--- config.mk ---
export PLATFORM = sky130hd
export DESIGN_NAME = ldm_scan_ctrl
export DESIGN_NICKNAME = d
export VERILOG_FILES = /design/src/rtl/ldm_scan_ctrl.sv
export SDC_FILE = /design/constraint.sdc
export NUM_CORES = 1
export LEC_CHECK = 0
export BUFFER_PORTS_ARGS = -buffer_cell sky130_fd_sc_hd__buf_2
export CORE_MARGIN = 8
export CORE_UTILIZATION = 60
export DETAILED_ROUTE_END_ITERATION = 16
export HOLD_SLACK_MARGIN = 0.08
export PLACE_DENSITY = 0.87
export SYNTH_ARGS = -nofsm -noshare
export SYNTH_HDL_FRONTEND = slang
export SYNTH_SLANG_ARGS = --single-unit
export TNS_END_PERCENT = 30
--- constraint.sdc ---
create_clock -name clk -period 44.8 [get_ports clk]
set_input_delay 2.24 -clock clk [delete_from_list [all_inputs] [get_ports clk]]
set_output_delay 2.24 -clock clk [all_outputs]
set_load 0.02 [all_outputs]
--- src/rtl/ldm_scan_ctrl.sv ---
// ldm_scan_ctrl: parametrised local-dimming backlight scan controller.
//
// A full frame (ROWS x COLS bits) is captured into a pending buffer on a one-cycle load
// strobe. At each frame boundary the pending frame (if any) is promoted to the active buffer.
// The active buffer is then scanned line by line onto the panel bus. Each line goes through
// three phases (SETUP, STROBE, HOLD), and each phase lasts CLK_DIV clocks. Because the frame
// is double buffered, the next frame can be loaded while the current one is being scanned.
//
// Optional feature (compile-time macro):
//   LDM_PARITY_EN  adds ldm_line_par, the even parity of ldm_line_data.
//
// Ports:
//   clk            in   system clock, rising edge
//   rst            in   asynchronous reset, active-high
//   pixel_data     in   frame; row r = pixel_data[r*COLS +: COLS]
//   pixel_data_en  in   one-cycle load strobe for pixel_data
//   ldm_clk        out  panel strobe clock (high during STROBE)
//   ldm_addr_en    out  line address valid (SETUP and STROBE)
//   ldm_addr       out  current line index
//   ldm_line_data  out  current line bits
//   frame_start    out  one-cycle pulse in the first cycle of row 0
//   busy           out  high whenever the scanner is not idle
//   ldm_line_par   out  (LDM_PARITY_EN only) ^ldm_line_data
//   ovf            out  one-cycle pulse when an unconsumed pending frame is overwritten
module ldm_scan_ctrl #(
  parameter int unsigned ROWS    = 16,
  parameter int unsigned COLS    = 16,
  parameter int unsigned AW      = 4,
  parameter int unsigned CLK_DIV = 2,
  parameter int unsigned CONT    = 1
) (
  input  logic                 clk,
  input  logic                 rst,
  input  logic [ROWS*COLS-1:0] pixel_data,
  input  logic                 pixel_data_en,
  output logic                 ldm_clk,
  output logic                 ldm_addr_en,
  output logic [AW-1:0]        ldm_addr,
  output logic [COLS-1:0]      ldm_line_data,
  output logic                 frame_start,
  output logic                 busy,
`ifdef LDM_PARITY_EN
  output logic                 ldm_line_par,
`endif
  output logic                 ovf
);

  localparam int unsigned   DW      = (CLK_DIV > 1) ? $clog2(CLK_DIV) : 1;
  localparam logic [DW-1:0] DivLast = DW'(CLK_DIV - 1);
  localparam logic [AW-1:0] RowLast = AW'(ROWS - 1);

  typedef enum logic [1:0] {
    StIdle,
    StSetup,
    StStrobe,
    StHold
  } state_e;

  state_e                 state_q, state_d;
  logic [DW-1:0]          div_q, div_d;
  logic [AW-1:0]          row_q, row_d;
  logic [ROWS*COLS-1:0]   pend_buf_q;
  logic [ROWS*COLS-1:0]   act_buf_q;
  logic                   pend_vld_q, pend_vld_d;
  logic                   act_loaded_q, act_loaded_d;
  logic                   frame_start_q, frame_start_d;
  logic                   ovf_q, ovf_d;
  logic                   ldm_clk_q, ldm_clk_d;
  logic                   addr_en_q, addr_en_d;
  logic                   phase_done;
  logic                   consume;
  logic                   restart;
  logic [COLS-1:0]        row_bits;

  // State, counters and buffers.
  always_ff @(posedge clk or posedge rst) begin
    if (rst) begin
      state_q       <= StIdle;
      div_q         <= '0;
      row_q         <= '0;
      pend_buf_q    <= '0;
      act_buf_q     <= '0;
      pend_vld_q    <= 1'b0;
      act_loaded_q  <= 1'b0;
      frame_start_q <= 1'b0;
      ovf_q         <= 1'b0;
      ldm_clk_q     <= 1'b0;
      addr_en_q     <= 1'b0;
    end else begin
      state_q       <= state_d;
      div_q         <= div_d;
      row_q         <= row_d;
      pend_vld_q    <= pend_vld_d;
      act_loaded_q  <= act_loaded_d;
      frame_start_q <= frame_start_d;
      ovf_q         <= ovf_d;
      ldm_clk_q     <= ldm_clk_d;
      addr_en_q     <= addr_en_d;
      if (pixel_data_en) begin
        pend_buf_q <= pixel_data;
      end
      // Reads the old pending frame, so a load on the same edge stays pending.
      if (consume) begin
        act_buf_q <= pend_buf_q;
      end
    end
  end

  // Next-state logic.
  always_comb begin
    state_d       = state_q;
    div_d         = div_q;
    row_d         = row_q;
    pend_vld_d    = pend_vld_q;
    act_loaded_d  = act_loaded_q;
    frame_start_d = 1'b0;
    ovf_d         = 1'b0;
    consume       = 1'b0;
    restart       = 1'b0;
    phase_done    = (div_q == DivLast);

    unique case (state_q)
      StIdle: begin
        consume = pend_vld_q;
      end
      StSetup: begin
        if (phase_done) begin
          state_d = StStrobe;
          div_d   = '0;
        end else begin
          div_d = div_q + DW'(1);
        end
      end
      StStrobe: begin
        if (phase_done) begin
          state_d = StHold;
          div_d   = '0;
        end else begin
          div_d = div_q + DW'(1);
        end
      end
      StHold: begin
        if (phase_done) begin
          div_d = '0;
          if (row_q != RowLast) begin
            row_d   = row_q + AW'(1);
            state_d = StSetup;
          end else if (pend_vld_q) begin
            consume = 1'b1;
          end else if ((CONT != 0) && act_loaded_q) begin
            restart = 1'b1;
          end else begin
            state_d = StIdle;
            row_d   = '0;
          end
        end else begin
          div_d = div_q + DW'(1);
        end
      end
      default: begin
        state_d = StIdle;
      end
    endcase

    // Frame boundary: start at row 0, either with a new frame or a rescan of the active one.
    if (consume || restart) begin
      state_d       = StSetup;
      row_d         = '0;
      div_d         = '0;
      frame_start_d = 1'b1;
    end
    if (consume) begin
      pend_vld_d   = 1'b0;
      act_loaded_d = 1'b1;
    end
    // A load on the consume edge refills the pending slot without counting as overflow.
    if (pixel_data_en) begin
      pend_vld_d = 1'b1;
      ovf_d      = pend_vld_q && !consume;
    end

    // Registered panel strobes so ldm_clk is glitch-free.
    ldm_clk_d = (state_d == StStrobe);
    addr_en_d = (state_d == StSetup) || (state_d == StStrobe);
  end

  assign row_bits      = act_buf_q[32'(row_q) * COLS +: COLS];
  assign busy          = (state_q != StIdle);
  assign ldm_clk       = ldm_clk_q;
  assign ldm_addr_en   = addr_en_q;
  assign ldm_addr      = busy ? row_q : '0;
  assign ldm_line_data = busy ? row_bits : '0;
  assign frame_start   = frame_start_q;
  assign ovf           = ovf_q;

`ifdef LDM_PARITY_EN
  assign ldm_line_par  = ^ldm_line_data;
`endif

endmodule

==> impl_metrics.yaml, run 1 <==
logic_synthesis:
  synth_xor_area_frac: 0.000774
  synth_mux_area_frac: 0.357
  synth_cells: 1314
  netlist_area_mm2: 0.0226
  async_flop_share: 1.00
  seq_area_frac_synth: 0.581
  yosys_register_bits: 525
  synth_top_area_cell: "dfrtp_1"
  synth_top_family_by_area: "multiplexers"
  ys_types: 42
  synth_edf_count: 0
  synth_adder_area_share: 0.00387
  synth_area_leaders: "dfrtp_1 58%, mux2_2 16%, mux2_4 13%, mux4_2 5.7%, buf_12 1.9%"
  synth_top_area_frac: 0.581
  synthFlopType: "dfrtp_1"
  syn_area_per_cell_um2: 17.2
  synth_most_common_cell: "dfrtp_1"
  synth_nets: 1580
  yosys.area_share.simple: 0.0102
  synthTopCellsByCount: "525 x dfrtp_1, 315 x mux2_2, 197 x mux2_4"
  yosysWarnings: 0
  synth_compound_area_frac: 0.0150
power:
  switchingPower_mw: 0.536
  ir_drop_mv: 0.0393
  p_sw_frac: 0.295
  pwr-share-seq: 0.405
  p_comb_frac: 0.340
  power_leakage_nw: 12.0
  pwr-share-clk: 0.256
  internal-power_mw: 1.28
  power_per_cell_area_mw_per_mm2: 69.9
floorplan:
  die_w_um: 210
  die_area_mm2: 0.0442
  num_rows: 71
  initial_core_util: 0.605
  die_h_um: 210
  core_area_mm2: 0.0374
  ios: 284
clock_tree:
  ctsHoldBuffers: 0
  cts_made_buffers: 53
  clock_latency_ps: 600
  numClockSinks: 525
  cts_tree: "done"
  clk_path_buf_depth: 3
  clk_pin_slew_ps: 60
  cts_resized: 0
  cts_max_level: 2
  post_cts_buffers: 0
  root_buffer: "clkbuf_16"
drt:
  routed_wl_um: 53200
  drc: 0
  drt-pass1-iter-count: 5
  ant_nets: 0
  drtIter0Drc: 850
  viasPerCell: 5.75
  vias: 12278
  avgRoutedWirePerCell_um: 24.9
place:
  dp_hpwl_um: 37100
  gp_congestion: 0.855
  portBuffers: 283
global_route:
  grt_pass1_wl_um: 81900
  use_met1: 0.320
  globalRouteMet2Util: 0.385
  antenna_found_initial: 3
  met3_usage: 0.0606
  grt-busiest-layer: "met2"
  first_global_vias: 13531
  track_usage: 0.241
  grt_max_degree: 151
  overflow: 0
layout:
  ff_latch_area_mm2: 0.0131
  drive_above_1_share: 0.592
  area_growth_pct: 14.7
  fillerInstances: 2373
  multi_input_area_mm2: 0.00876
  nNetsFinal: 1847
sta:
  slew_headroom: 0.273
  hold_viol_final: 0
  tns_ps: 0
  finalCritPeriodShare: 0.134
  tightest_slew_ps: 1090
  period_minus_slack_ps: 6020
  max_freq_mhz: 166
  finClkSkew_ps: 22.7
  final-max-slew-violation-count: 0
  rsz0062_at_grt: "false"
  holdWs_ps: 499
  setup_viol: 0
outcome:
  status: "finished, final reports clean"
setup_path:
  cp-end-kind: "flip-flop"
  required_ps: 45260
  worstSetupPathType: "reg -> reg"
  cp.arrival_ps: 6480
  start_kind: "flip-flop"
  worstPathMaxFanout: 53
worst_hold_path:
  hp-class: "reg -> reg"
run:
  maxCapViolations: 0
[metrics by stage]
step,std cells,setup WS (ps),instance area [µm²],power (mW),utilization
after detailed placement,2037,38820,24100,1.35,0.644
after CTS,2133,38750,25900,1.82,0.694
after floorplan,1314,27890,22600,1.24,-
final,2134,38790,25900,1.81,0.694
after global routing,2133,38500,25900,1.89,0.694
after global placement,2037,38960,24100,1.32,0.644
[per-layer routing]
metal  up-vias  part of all wire
met1      6479              0.42
li1       5326                 -
met3        97             0.065
met5         -           0.00049
met4         4             0.031
met2       372              0.49
[registers in the layout (all words and copies together) (netlist names)]
name          count
act_buf_q       256
act_loaded_q      1
div_q             1
frame_start       1
ldm_addr_en       1
ldm_clk           1
ovf               1
pend_buf_q      256
pend_vld_q        1
row_q             4
state_q           2
[power by group through the flow]
stage / logic, mW / registers, mW / clock network [mW]
6_report: 0.616 / 0.734 / 0.464
5_1_grt: 0.653 / 0.748 / 0.487
4_1_cts: 0.619 / 0.732 / 0.471
3_5_place_dp: 0.612 / 0.735 / 0
3_3_place_gp: 0.593 / 0.729 / 0
2_1_floorplan: 0.556 / 0.687 / 0
[cell families after synthesis]
family          count (synthesis)
mux                           598
flops                         525
buf+inv                        89
compound gates                 49
simple gates                   44
fa+ha+maj                       7
xor+xnor                        2
[cells in the final DEF, fill, tap and decap left out, drive strengths merged, types with 2 or more instances in the layout]
cell type / count
nand2b: 3
dfrtp: 525
bufinv: 6
nand2: 10
nor2: 10
a21o: 2
clkinv: 11
ha: 7
a21oi: 5
and3: 2
mux4: 57
mux2i: 29
mux2: 512
a22oi: 11
buf: 295
nor2b: 4
a211oi: 2
inv: 7
or2: 2
and2: 3
xor2: 2
nand3: 3
a221oi: 6
nor3: 3
clkbuf: 77
o22ai: 5
o21ai: 14
[final timing paths]
| path | cells after the start | slack [ps] | endpoint | start |
|---|---|---|---|---|
| setup / recovery | 9 | 38790 | act_buf_q[13]$_DFFE_PP0P_ | row_q[0]$_DFFE_PP0P_ |
| hold / removal | 1 | 500 | act_buf_q[206]$_DFFE_PP0P_ | pend_buf_q[206]$_DFFE_PP0P_ |
| setup reg to reg | 9 | 38790 | act_buf_q[13]$_DFFE_PP0P_ | row_q[0]$_DFFE_PP0P_ |
| hold reg to reg | 1 | 500 | act_buf_q[206]$_DFFE_PP0P_ | pend_buf_q[206]$_DFFE_PP0P_ |
| max in group asynchronous | 4 | 40460 | act_buf_q[84]$_DFFE_PP0P_ | rst |
| min in group asynchronous | 2 | 1850 | pend_buf_q[220]$_DFFE_PP0P_ | rst |
[cell type report]
type | instances | share of cell area
clock inverters | 19 | 0.0107
clock buffers | 77 | 0.0608
inverters | 6 | 0.00116
multi-input cells | 700 | 0.338
flip-flops and latches | 525 | 0.507
well taps | 511 | 0.0246
diodes | 1 | 0.0000964
repair buffers | 295 | 0.0584
[critical path: stages, from the launching register on]
cell and delay, ps:
dfrtp_4 740, buf_4 470, ha_1 360, and3_4 180
a31oi_4 240, or2_4 800, buf_4 880, buf_4 830
buf_4 860, mux2_4 360
(Power assumes the default switching activity.)
==> run 2, diff against run 1 <==
Settings changed: ABC_AREA set to 1, CORE_UTILIZATION 60 to 58, PLACE_DENSITY 0.87 to 0.85.
Clock period 44.8 ns to 6 ns, I/O delays scaled along.
==> run 2 against run 1 <==
Against the previous run:
- power rose to 4.6 times the previous value
- combinational power rose by 42%
- synthesized area rose by 2.5%
- die area rose by 5.5%
- routed wire length rose by 32%
- first-iteration DRC count rose to 3.0 times the previous value
==> impl_metrics.yaml, run 2 <==
floorplan:
  initial_core_util: 0.585
  ios: 284
  die_w_um: 216
  core_area_mm2: 0.0396
  die_area_mm2: 0.0466
  die_h_um: 216
  num_rows: 73
worst_hold_path:
  hp-class: "in -> reg"
logic_synthesis:
  synth_cells: 2742
  synthFlopType: "dfrtp_1"
  yosysWarnings: 0
  netlist_area_mm2: 0.0232
  synth_nets: 3008
  yosys_register_bits: 525
  synth_most_common_cell: "nand2_1"
  async_flop_share: 1.00
  synth_area_leaders: "dfrtp_1 57%, nand2_1 15%, inv_1 6.5%, o21ai_0 5.9%, o21ai_2 3.8%"
  seq_area_frac_synth: 0.567
  syn_area_per_cell_um2: 8.45
  synth_top_area_cell: "dfrtp_1"
  ys_types: 24
  synthTopCellsByCount: "912 x nand2_1, 525 x dfrtp_1, 400 x inv_1"
  synth_top_area_frac: 0.567
  synth_edf_count: 0
layout:
  final_cell_area_mm2: 0.0289
  nNetsFinal: 3447
  layout_commonest_cell: "nand2_1"
  area_growth_pct: 24.6
  reg_top3: "act_buf_q (256), pend_buf_q (256), row_q (4)"
  drive_above_1_share: 0.154
  final_cell_mix: "911 x nand2_1, 523 x dfrtp_1, 398 x inv_1, 282 x buf_2, 273 x o21ai_0"
drt:
  routed_wl_um: 70300
  drtIter0Drc: 2533
  ant_nets: 0
  drc: 0
  avgRoutedWirePerCell_um: 18.7
  drt-pass1-iter-count: 6
  viasPerCell: 5.38
  vias: 20227
clock_tree:
  cts_max_level: 2
  root_buffer: "clkbuf_16"
  post_cts_buffers: 0
  clk_pin_slew_ps: 60
  clk_path_buf_depth: 3
  cts_tree: "done"
  numClockSinks: 525
  cts_made_buffers: 52
  clock_latency_ps: 600
power:
  power_leakage_nw: 15.3
  power_per_cell_area_mw_per_mm2: 286
  ir_drop_mv: 0.223
setup_path:
  worst_path_most_repeated_cell: "nand3_1"
  worstPathCellList: "inv_4, buf_12, nand2_1, nand3_1, nand3_1, nand3_1, a21oi_1, buf_2"
  crit_buf_inv: 3
  worstSetupPathType: "reg -> out"
  crit_family: "buffers and inverters"
  start_kind: "flip-flop"
  cp-end-kind: "output pin"
  worstPathMaxFanout: 87
  cp.arrival_ps: 3670
  required_ps: 5700
  rrSetupSlack_ps: 2360
  crit_slowest_cell: "dfrtp_4"
  crit_path_max_incr_delay_ps: 920
global_route:
  first_global_vias: 20699
  track_usage: 0.298
  grt_pass1_wl_um: 111000
  antenna_found_initial: 7
  overflow: 0
  grt_max_degree: 221
place:
  portBuffers: 283
  gp_congestion: 0.874
  dp_hpwl_um: 41300
  dpl_cell_area_mm2: 0.0245
sta:
  tightest_slew_ps: 1140
  max_freq_mhz: 252
  hold_viol_final: 0
  finClkSkew_ps: 16.9
  tns_ps: 0
  setup_viol: 0
  finalCritPeriodShare: 0.661
  rsz0062_at_grt: "false"
  slew_headroom: 0.240
  final-max-slew-violation-count: 0
  period_minus_slack_ps: 3970
run:
  maxCapViolations: 0
outcome:
  status: "finished, final reports clean"
-- run 2: layout make-up --
type                            count  area (µm²)
Clock buffer                       68        1490
Antenna cell                       10        25.0
Inverter                          403        1520
Fill cell                        2658       10800
Sequential cell                   525       13100
Tap cell                          525         657
Timing Repair Buffer              555        4190
Clock inverter                     27         320
Multi-Input combinational cell   1644        7530
-- run 2: worst reg2reg max path: stages (launching register included) --
cell and delay, ps:
dfrtp_1 420, inv_1 140, ha_1 740, inv_1 200, o21ai_1 190, nand2_4 610, buf_12 580, o21ai_0 630
-- run 2: worst paths after layout --
| path | from | endpoint | cells after the start |
|---|---|---|---|
| min in group asynchronous | rst | pend_buf_q[141]$_DFFE_PP0P_ | 4 |
| setup / recovery | row_q[0]$_DFFE_PP0P_ | ldm_line_data[7] | 8 |
| hold reg to reg | act_buf_q[26]$_DFFE_PP0P_ | act_buf_q[26]$_DFFE_PP0P_ | 2 |
| max in group asynchronous | rst | pend_buf_q[16]$_DFFE_PP0P_ | 5 |
| hold / removal | pixel_data_en | pend_buf_q[175]$_DFFE_PP0P_ | 3 |
| setup reg to reg | state_q[1]$_DFF_PP0_ | act_buf_q[194]$_DFFE_PP0P_ | 7 |
-- run 2: logic make-up after synthesis --
family / count (synthesis) / share of synthesized area
xor+xnor: 1 / 0.000378
fa+ha+maj: 7 / 0.00378
flops: 525 / 0.567
simple gates: 1096 / 0.188
buf+inv: 573 / 0.109
compound gates: 540 / 0.133
-- run 2: layer usage --
metal  track usage  part of all wire  vias to the layer above
li1              -                 -                     9363
met4         0.154             0.054                        0
met5             0                 0                        -
met3        0.0597             0.083                      243
met2         0.487              0.48                     1017
met1         0.373              0.38                     9604
-- run 2: report_power, final --
group	switching [mW]	leakage [nW]	internal, mW	total [mW]
Sequential	0.113	6.07	3.80	3.92
Clock	1.45	0.875	2.02	3.46
Combinational	0.527	8.32	0.346	0.873
-- run 2: stage by stage --
| stage | setup WS [ps] | hold WS [ps] | power [mW] | util | cells |
|---|---|---|---|---|---|
| 2_1_floorplan | -1430 | 417 | 4.40 | - | 2742 |
| 3_3_place_gp | 2500 | 465 | 4.63 | 0.617 | 3395 |
| 3_5_place_dp | 2430 | 470 | 4.67 | 0.617 | 3395 |
| 4_1_cts | 2090 | 267 | 8.22 | 0.728 | 3747 |
| 5_1_grt | 1860 | 332 | 8.55 | 0.728 | 3754 |
| 6_report | 2030 | 293 | 8.25 | 0.728 | 3757 |
-- run 2: what timing repair did --
action / in CTS / in global routing
hold buffers: 257 / 0
endpoints found under the hold margin: 362 / 0
resized for setup: 0 / 0
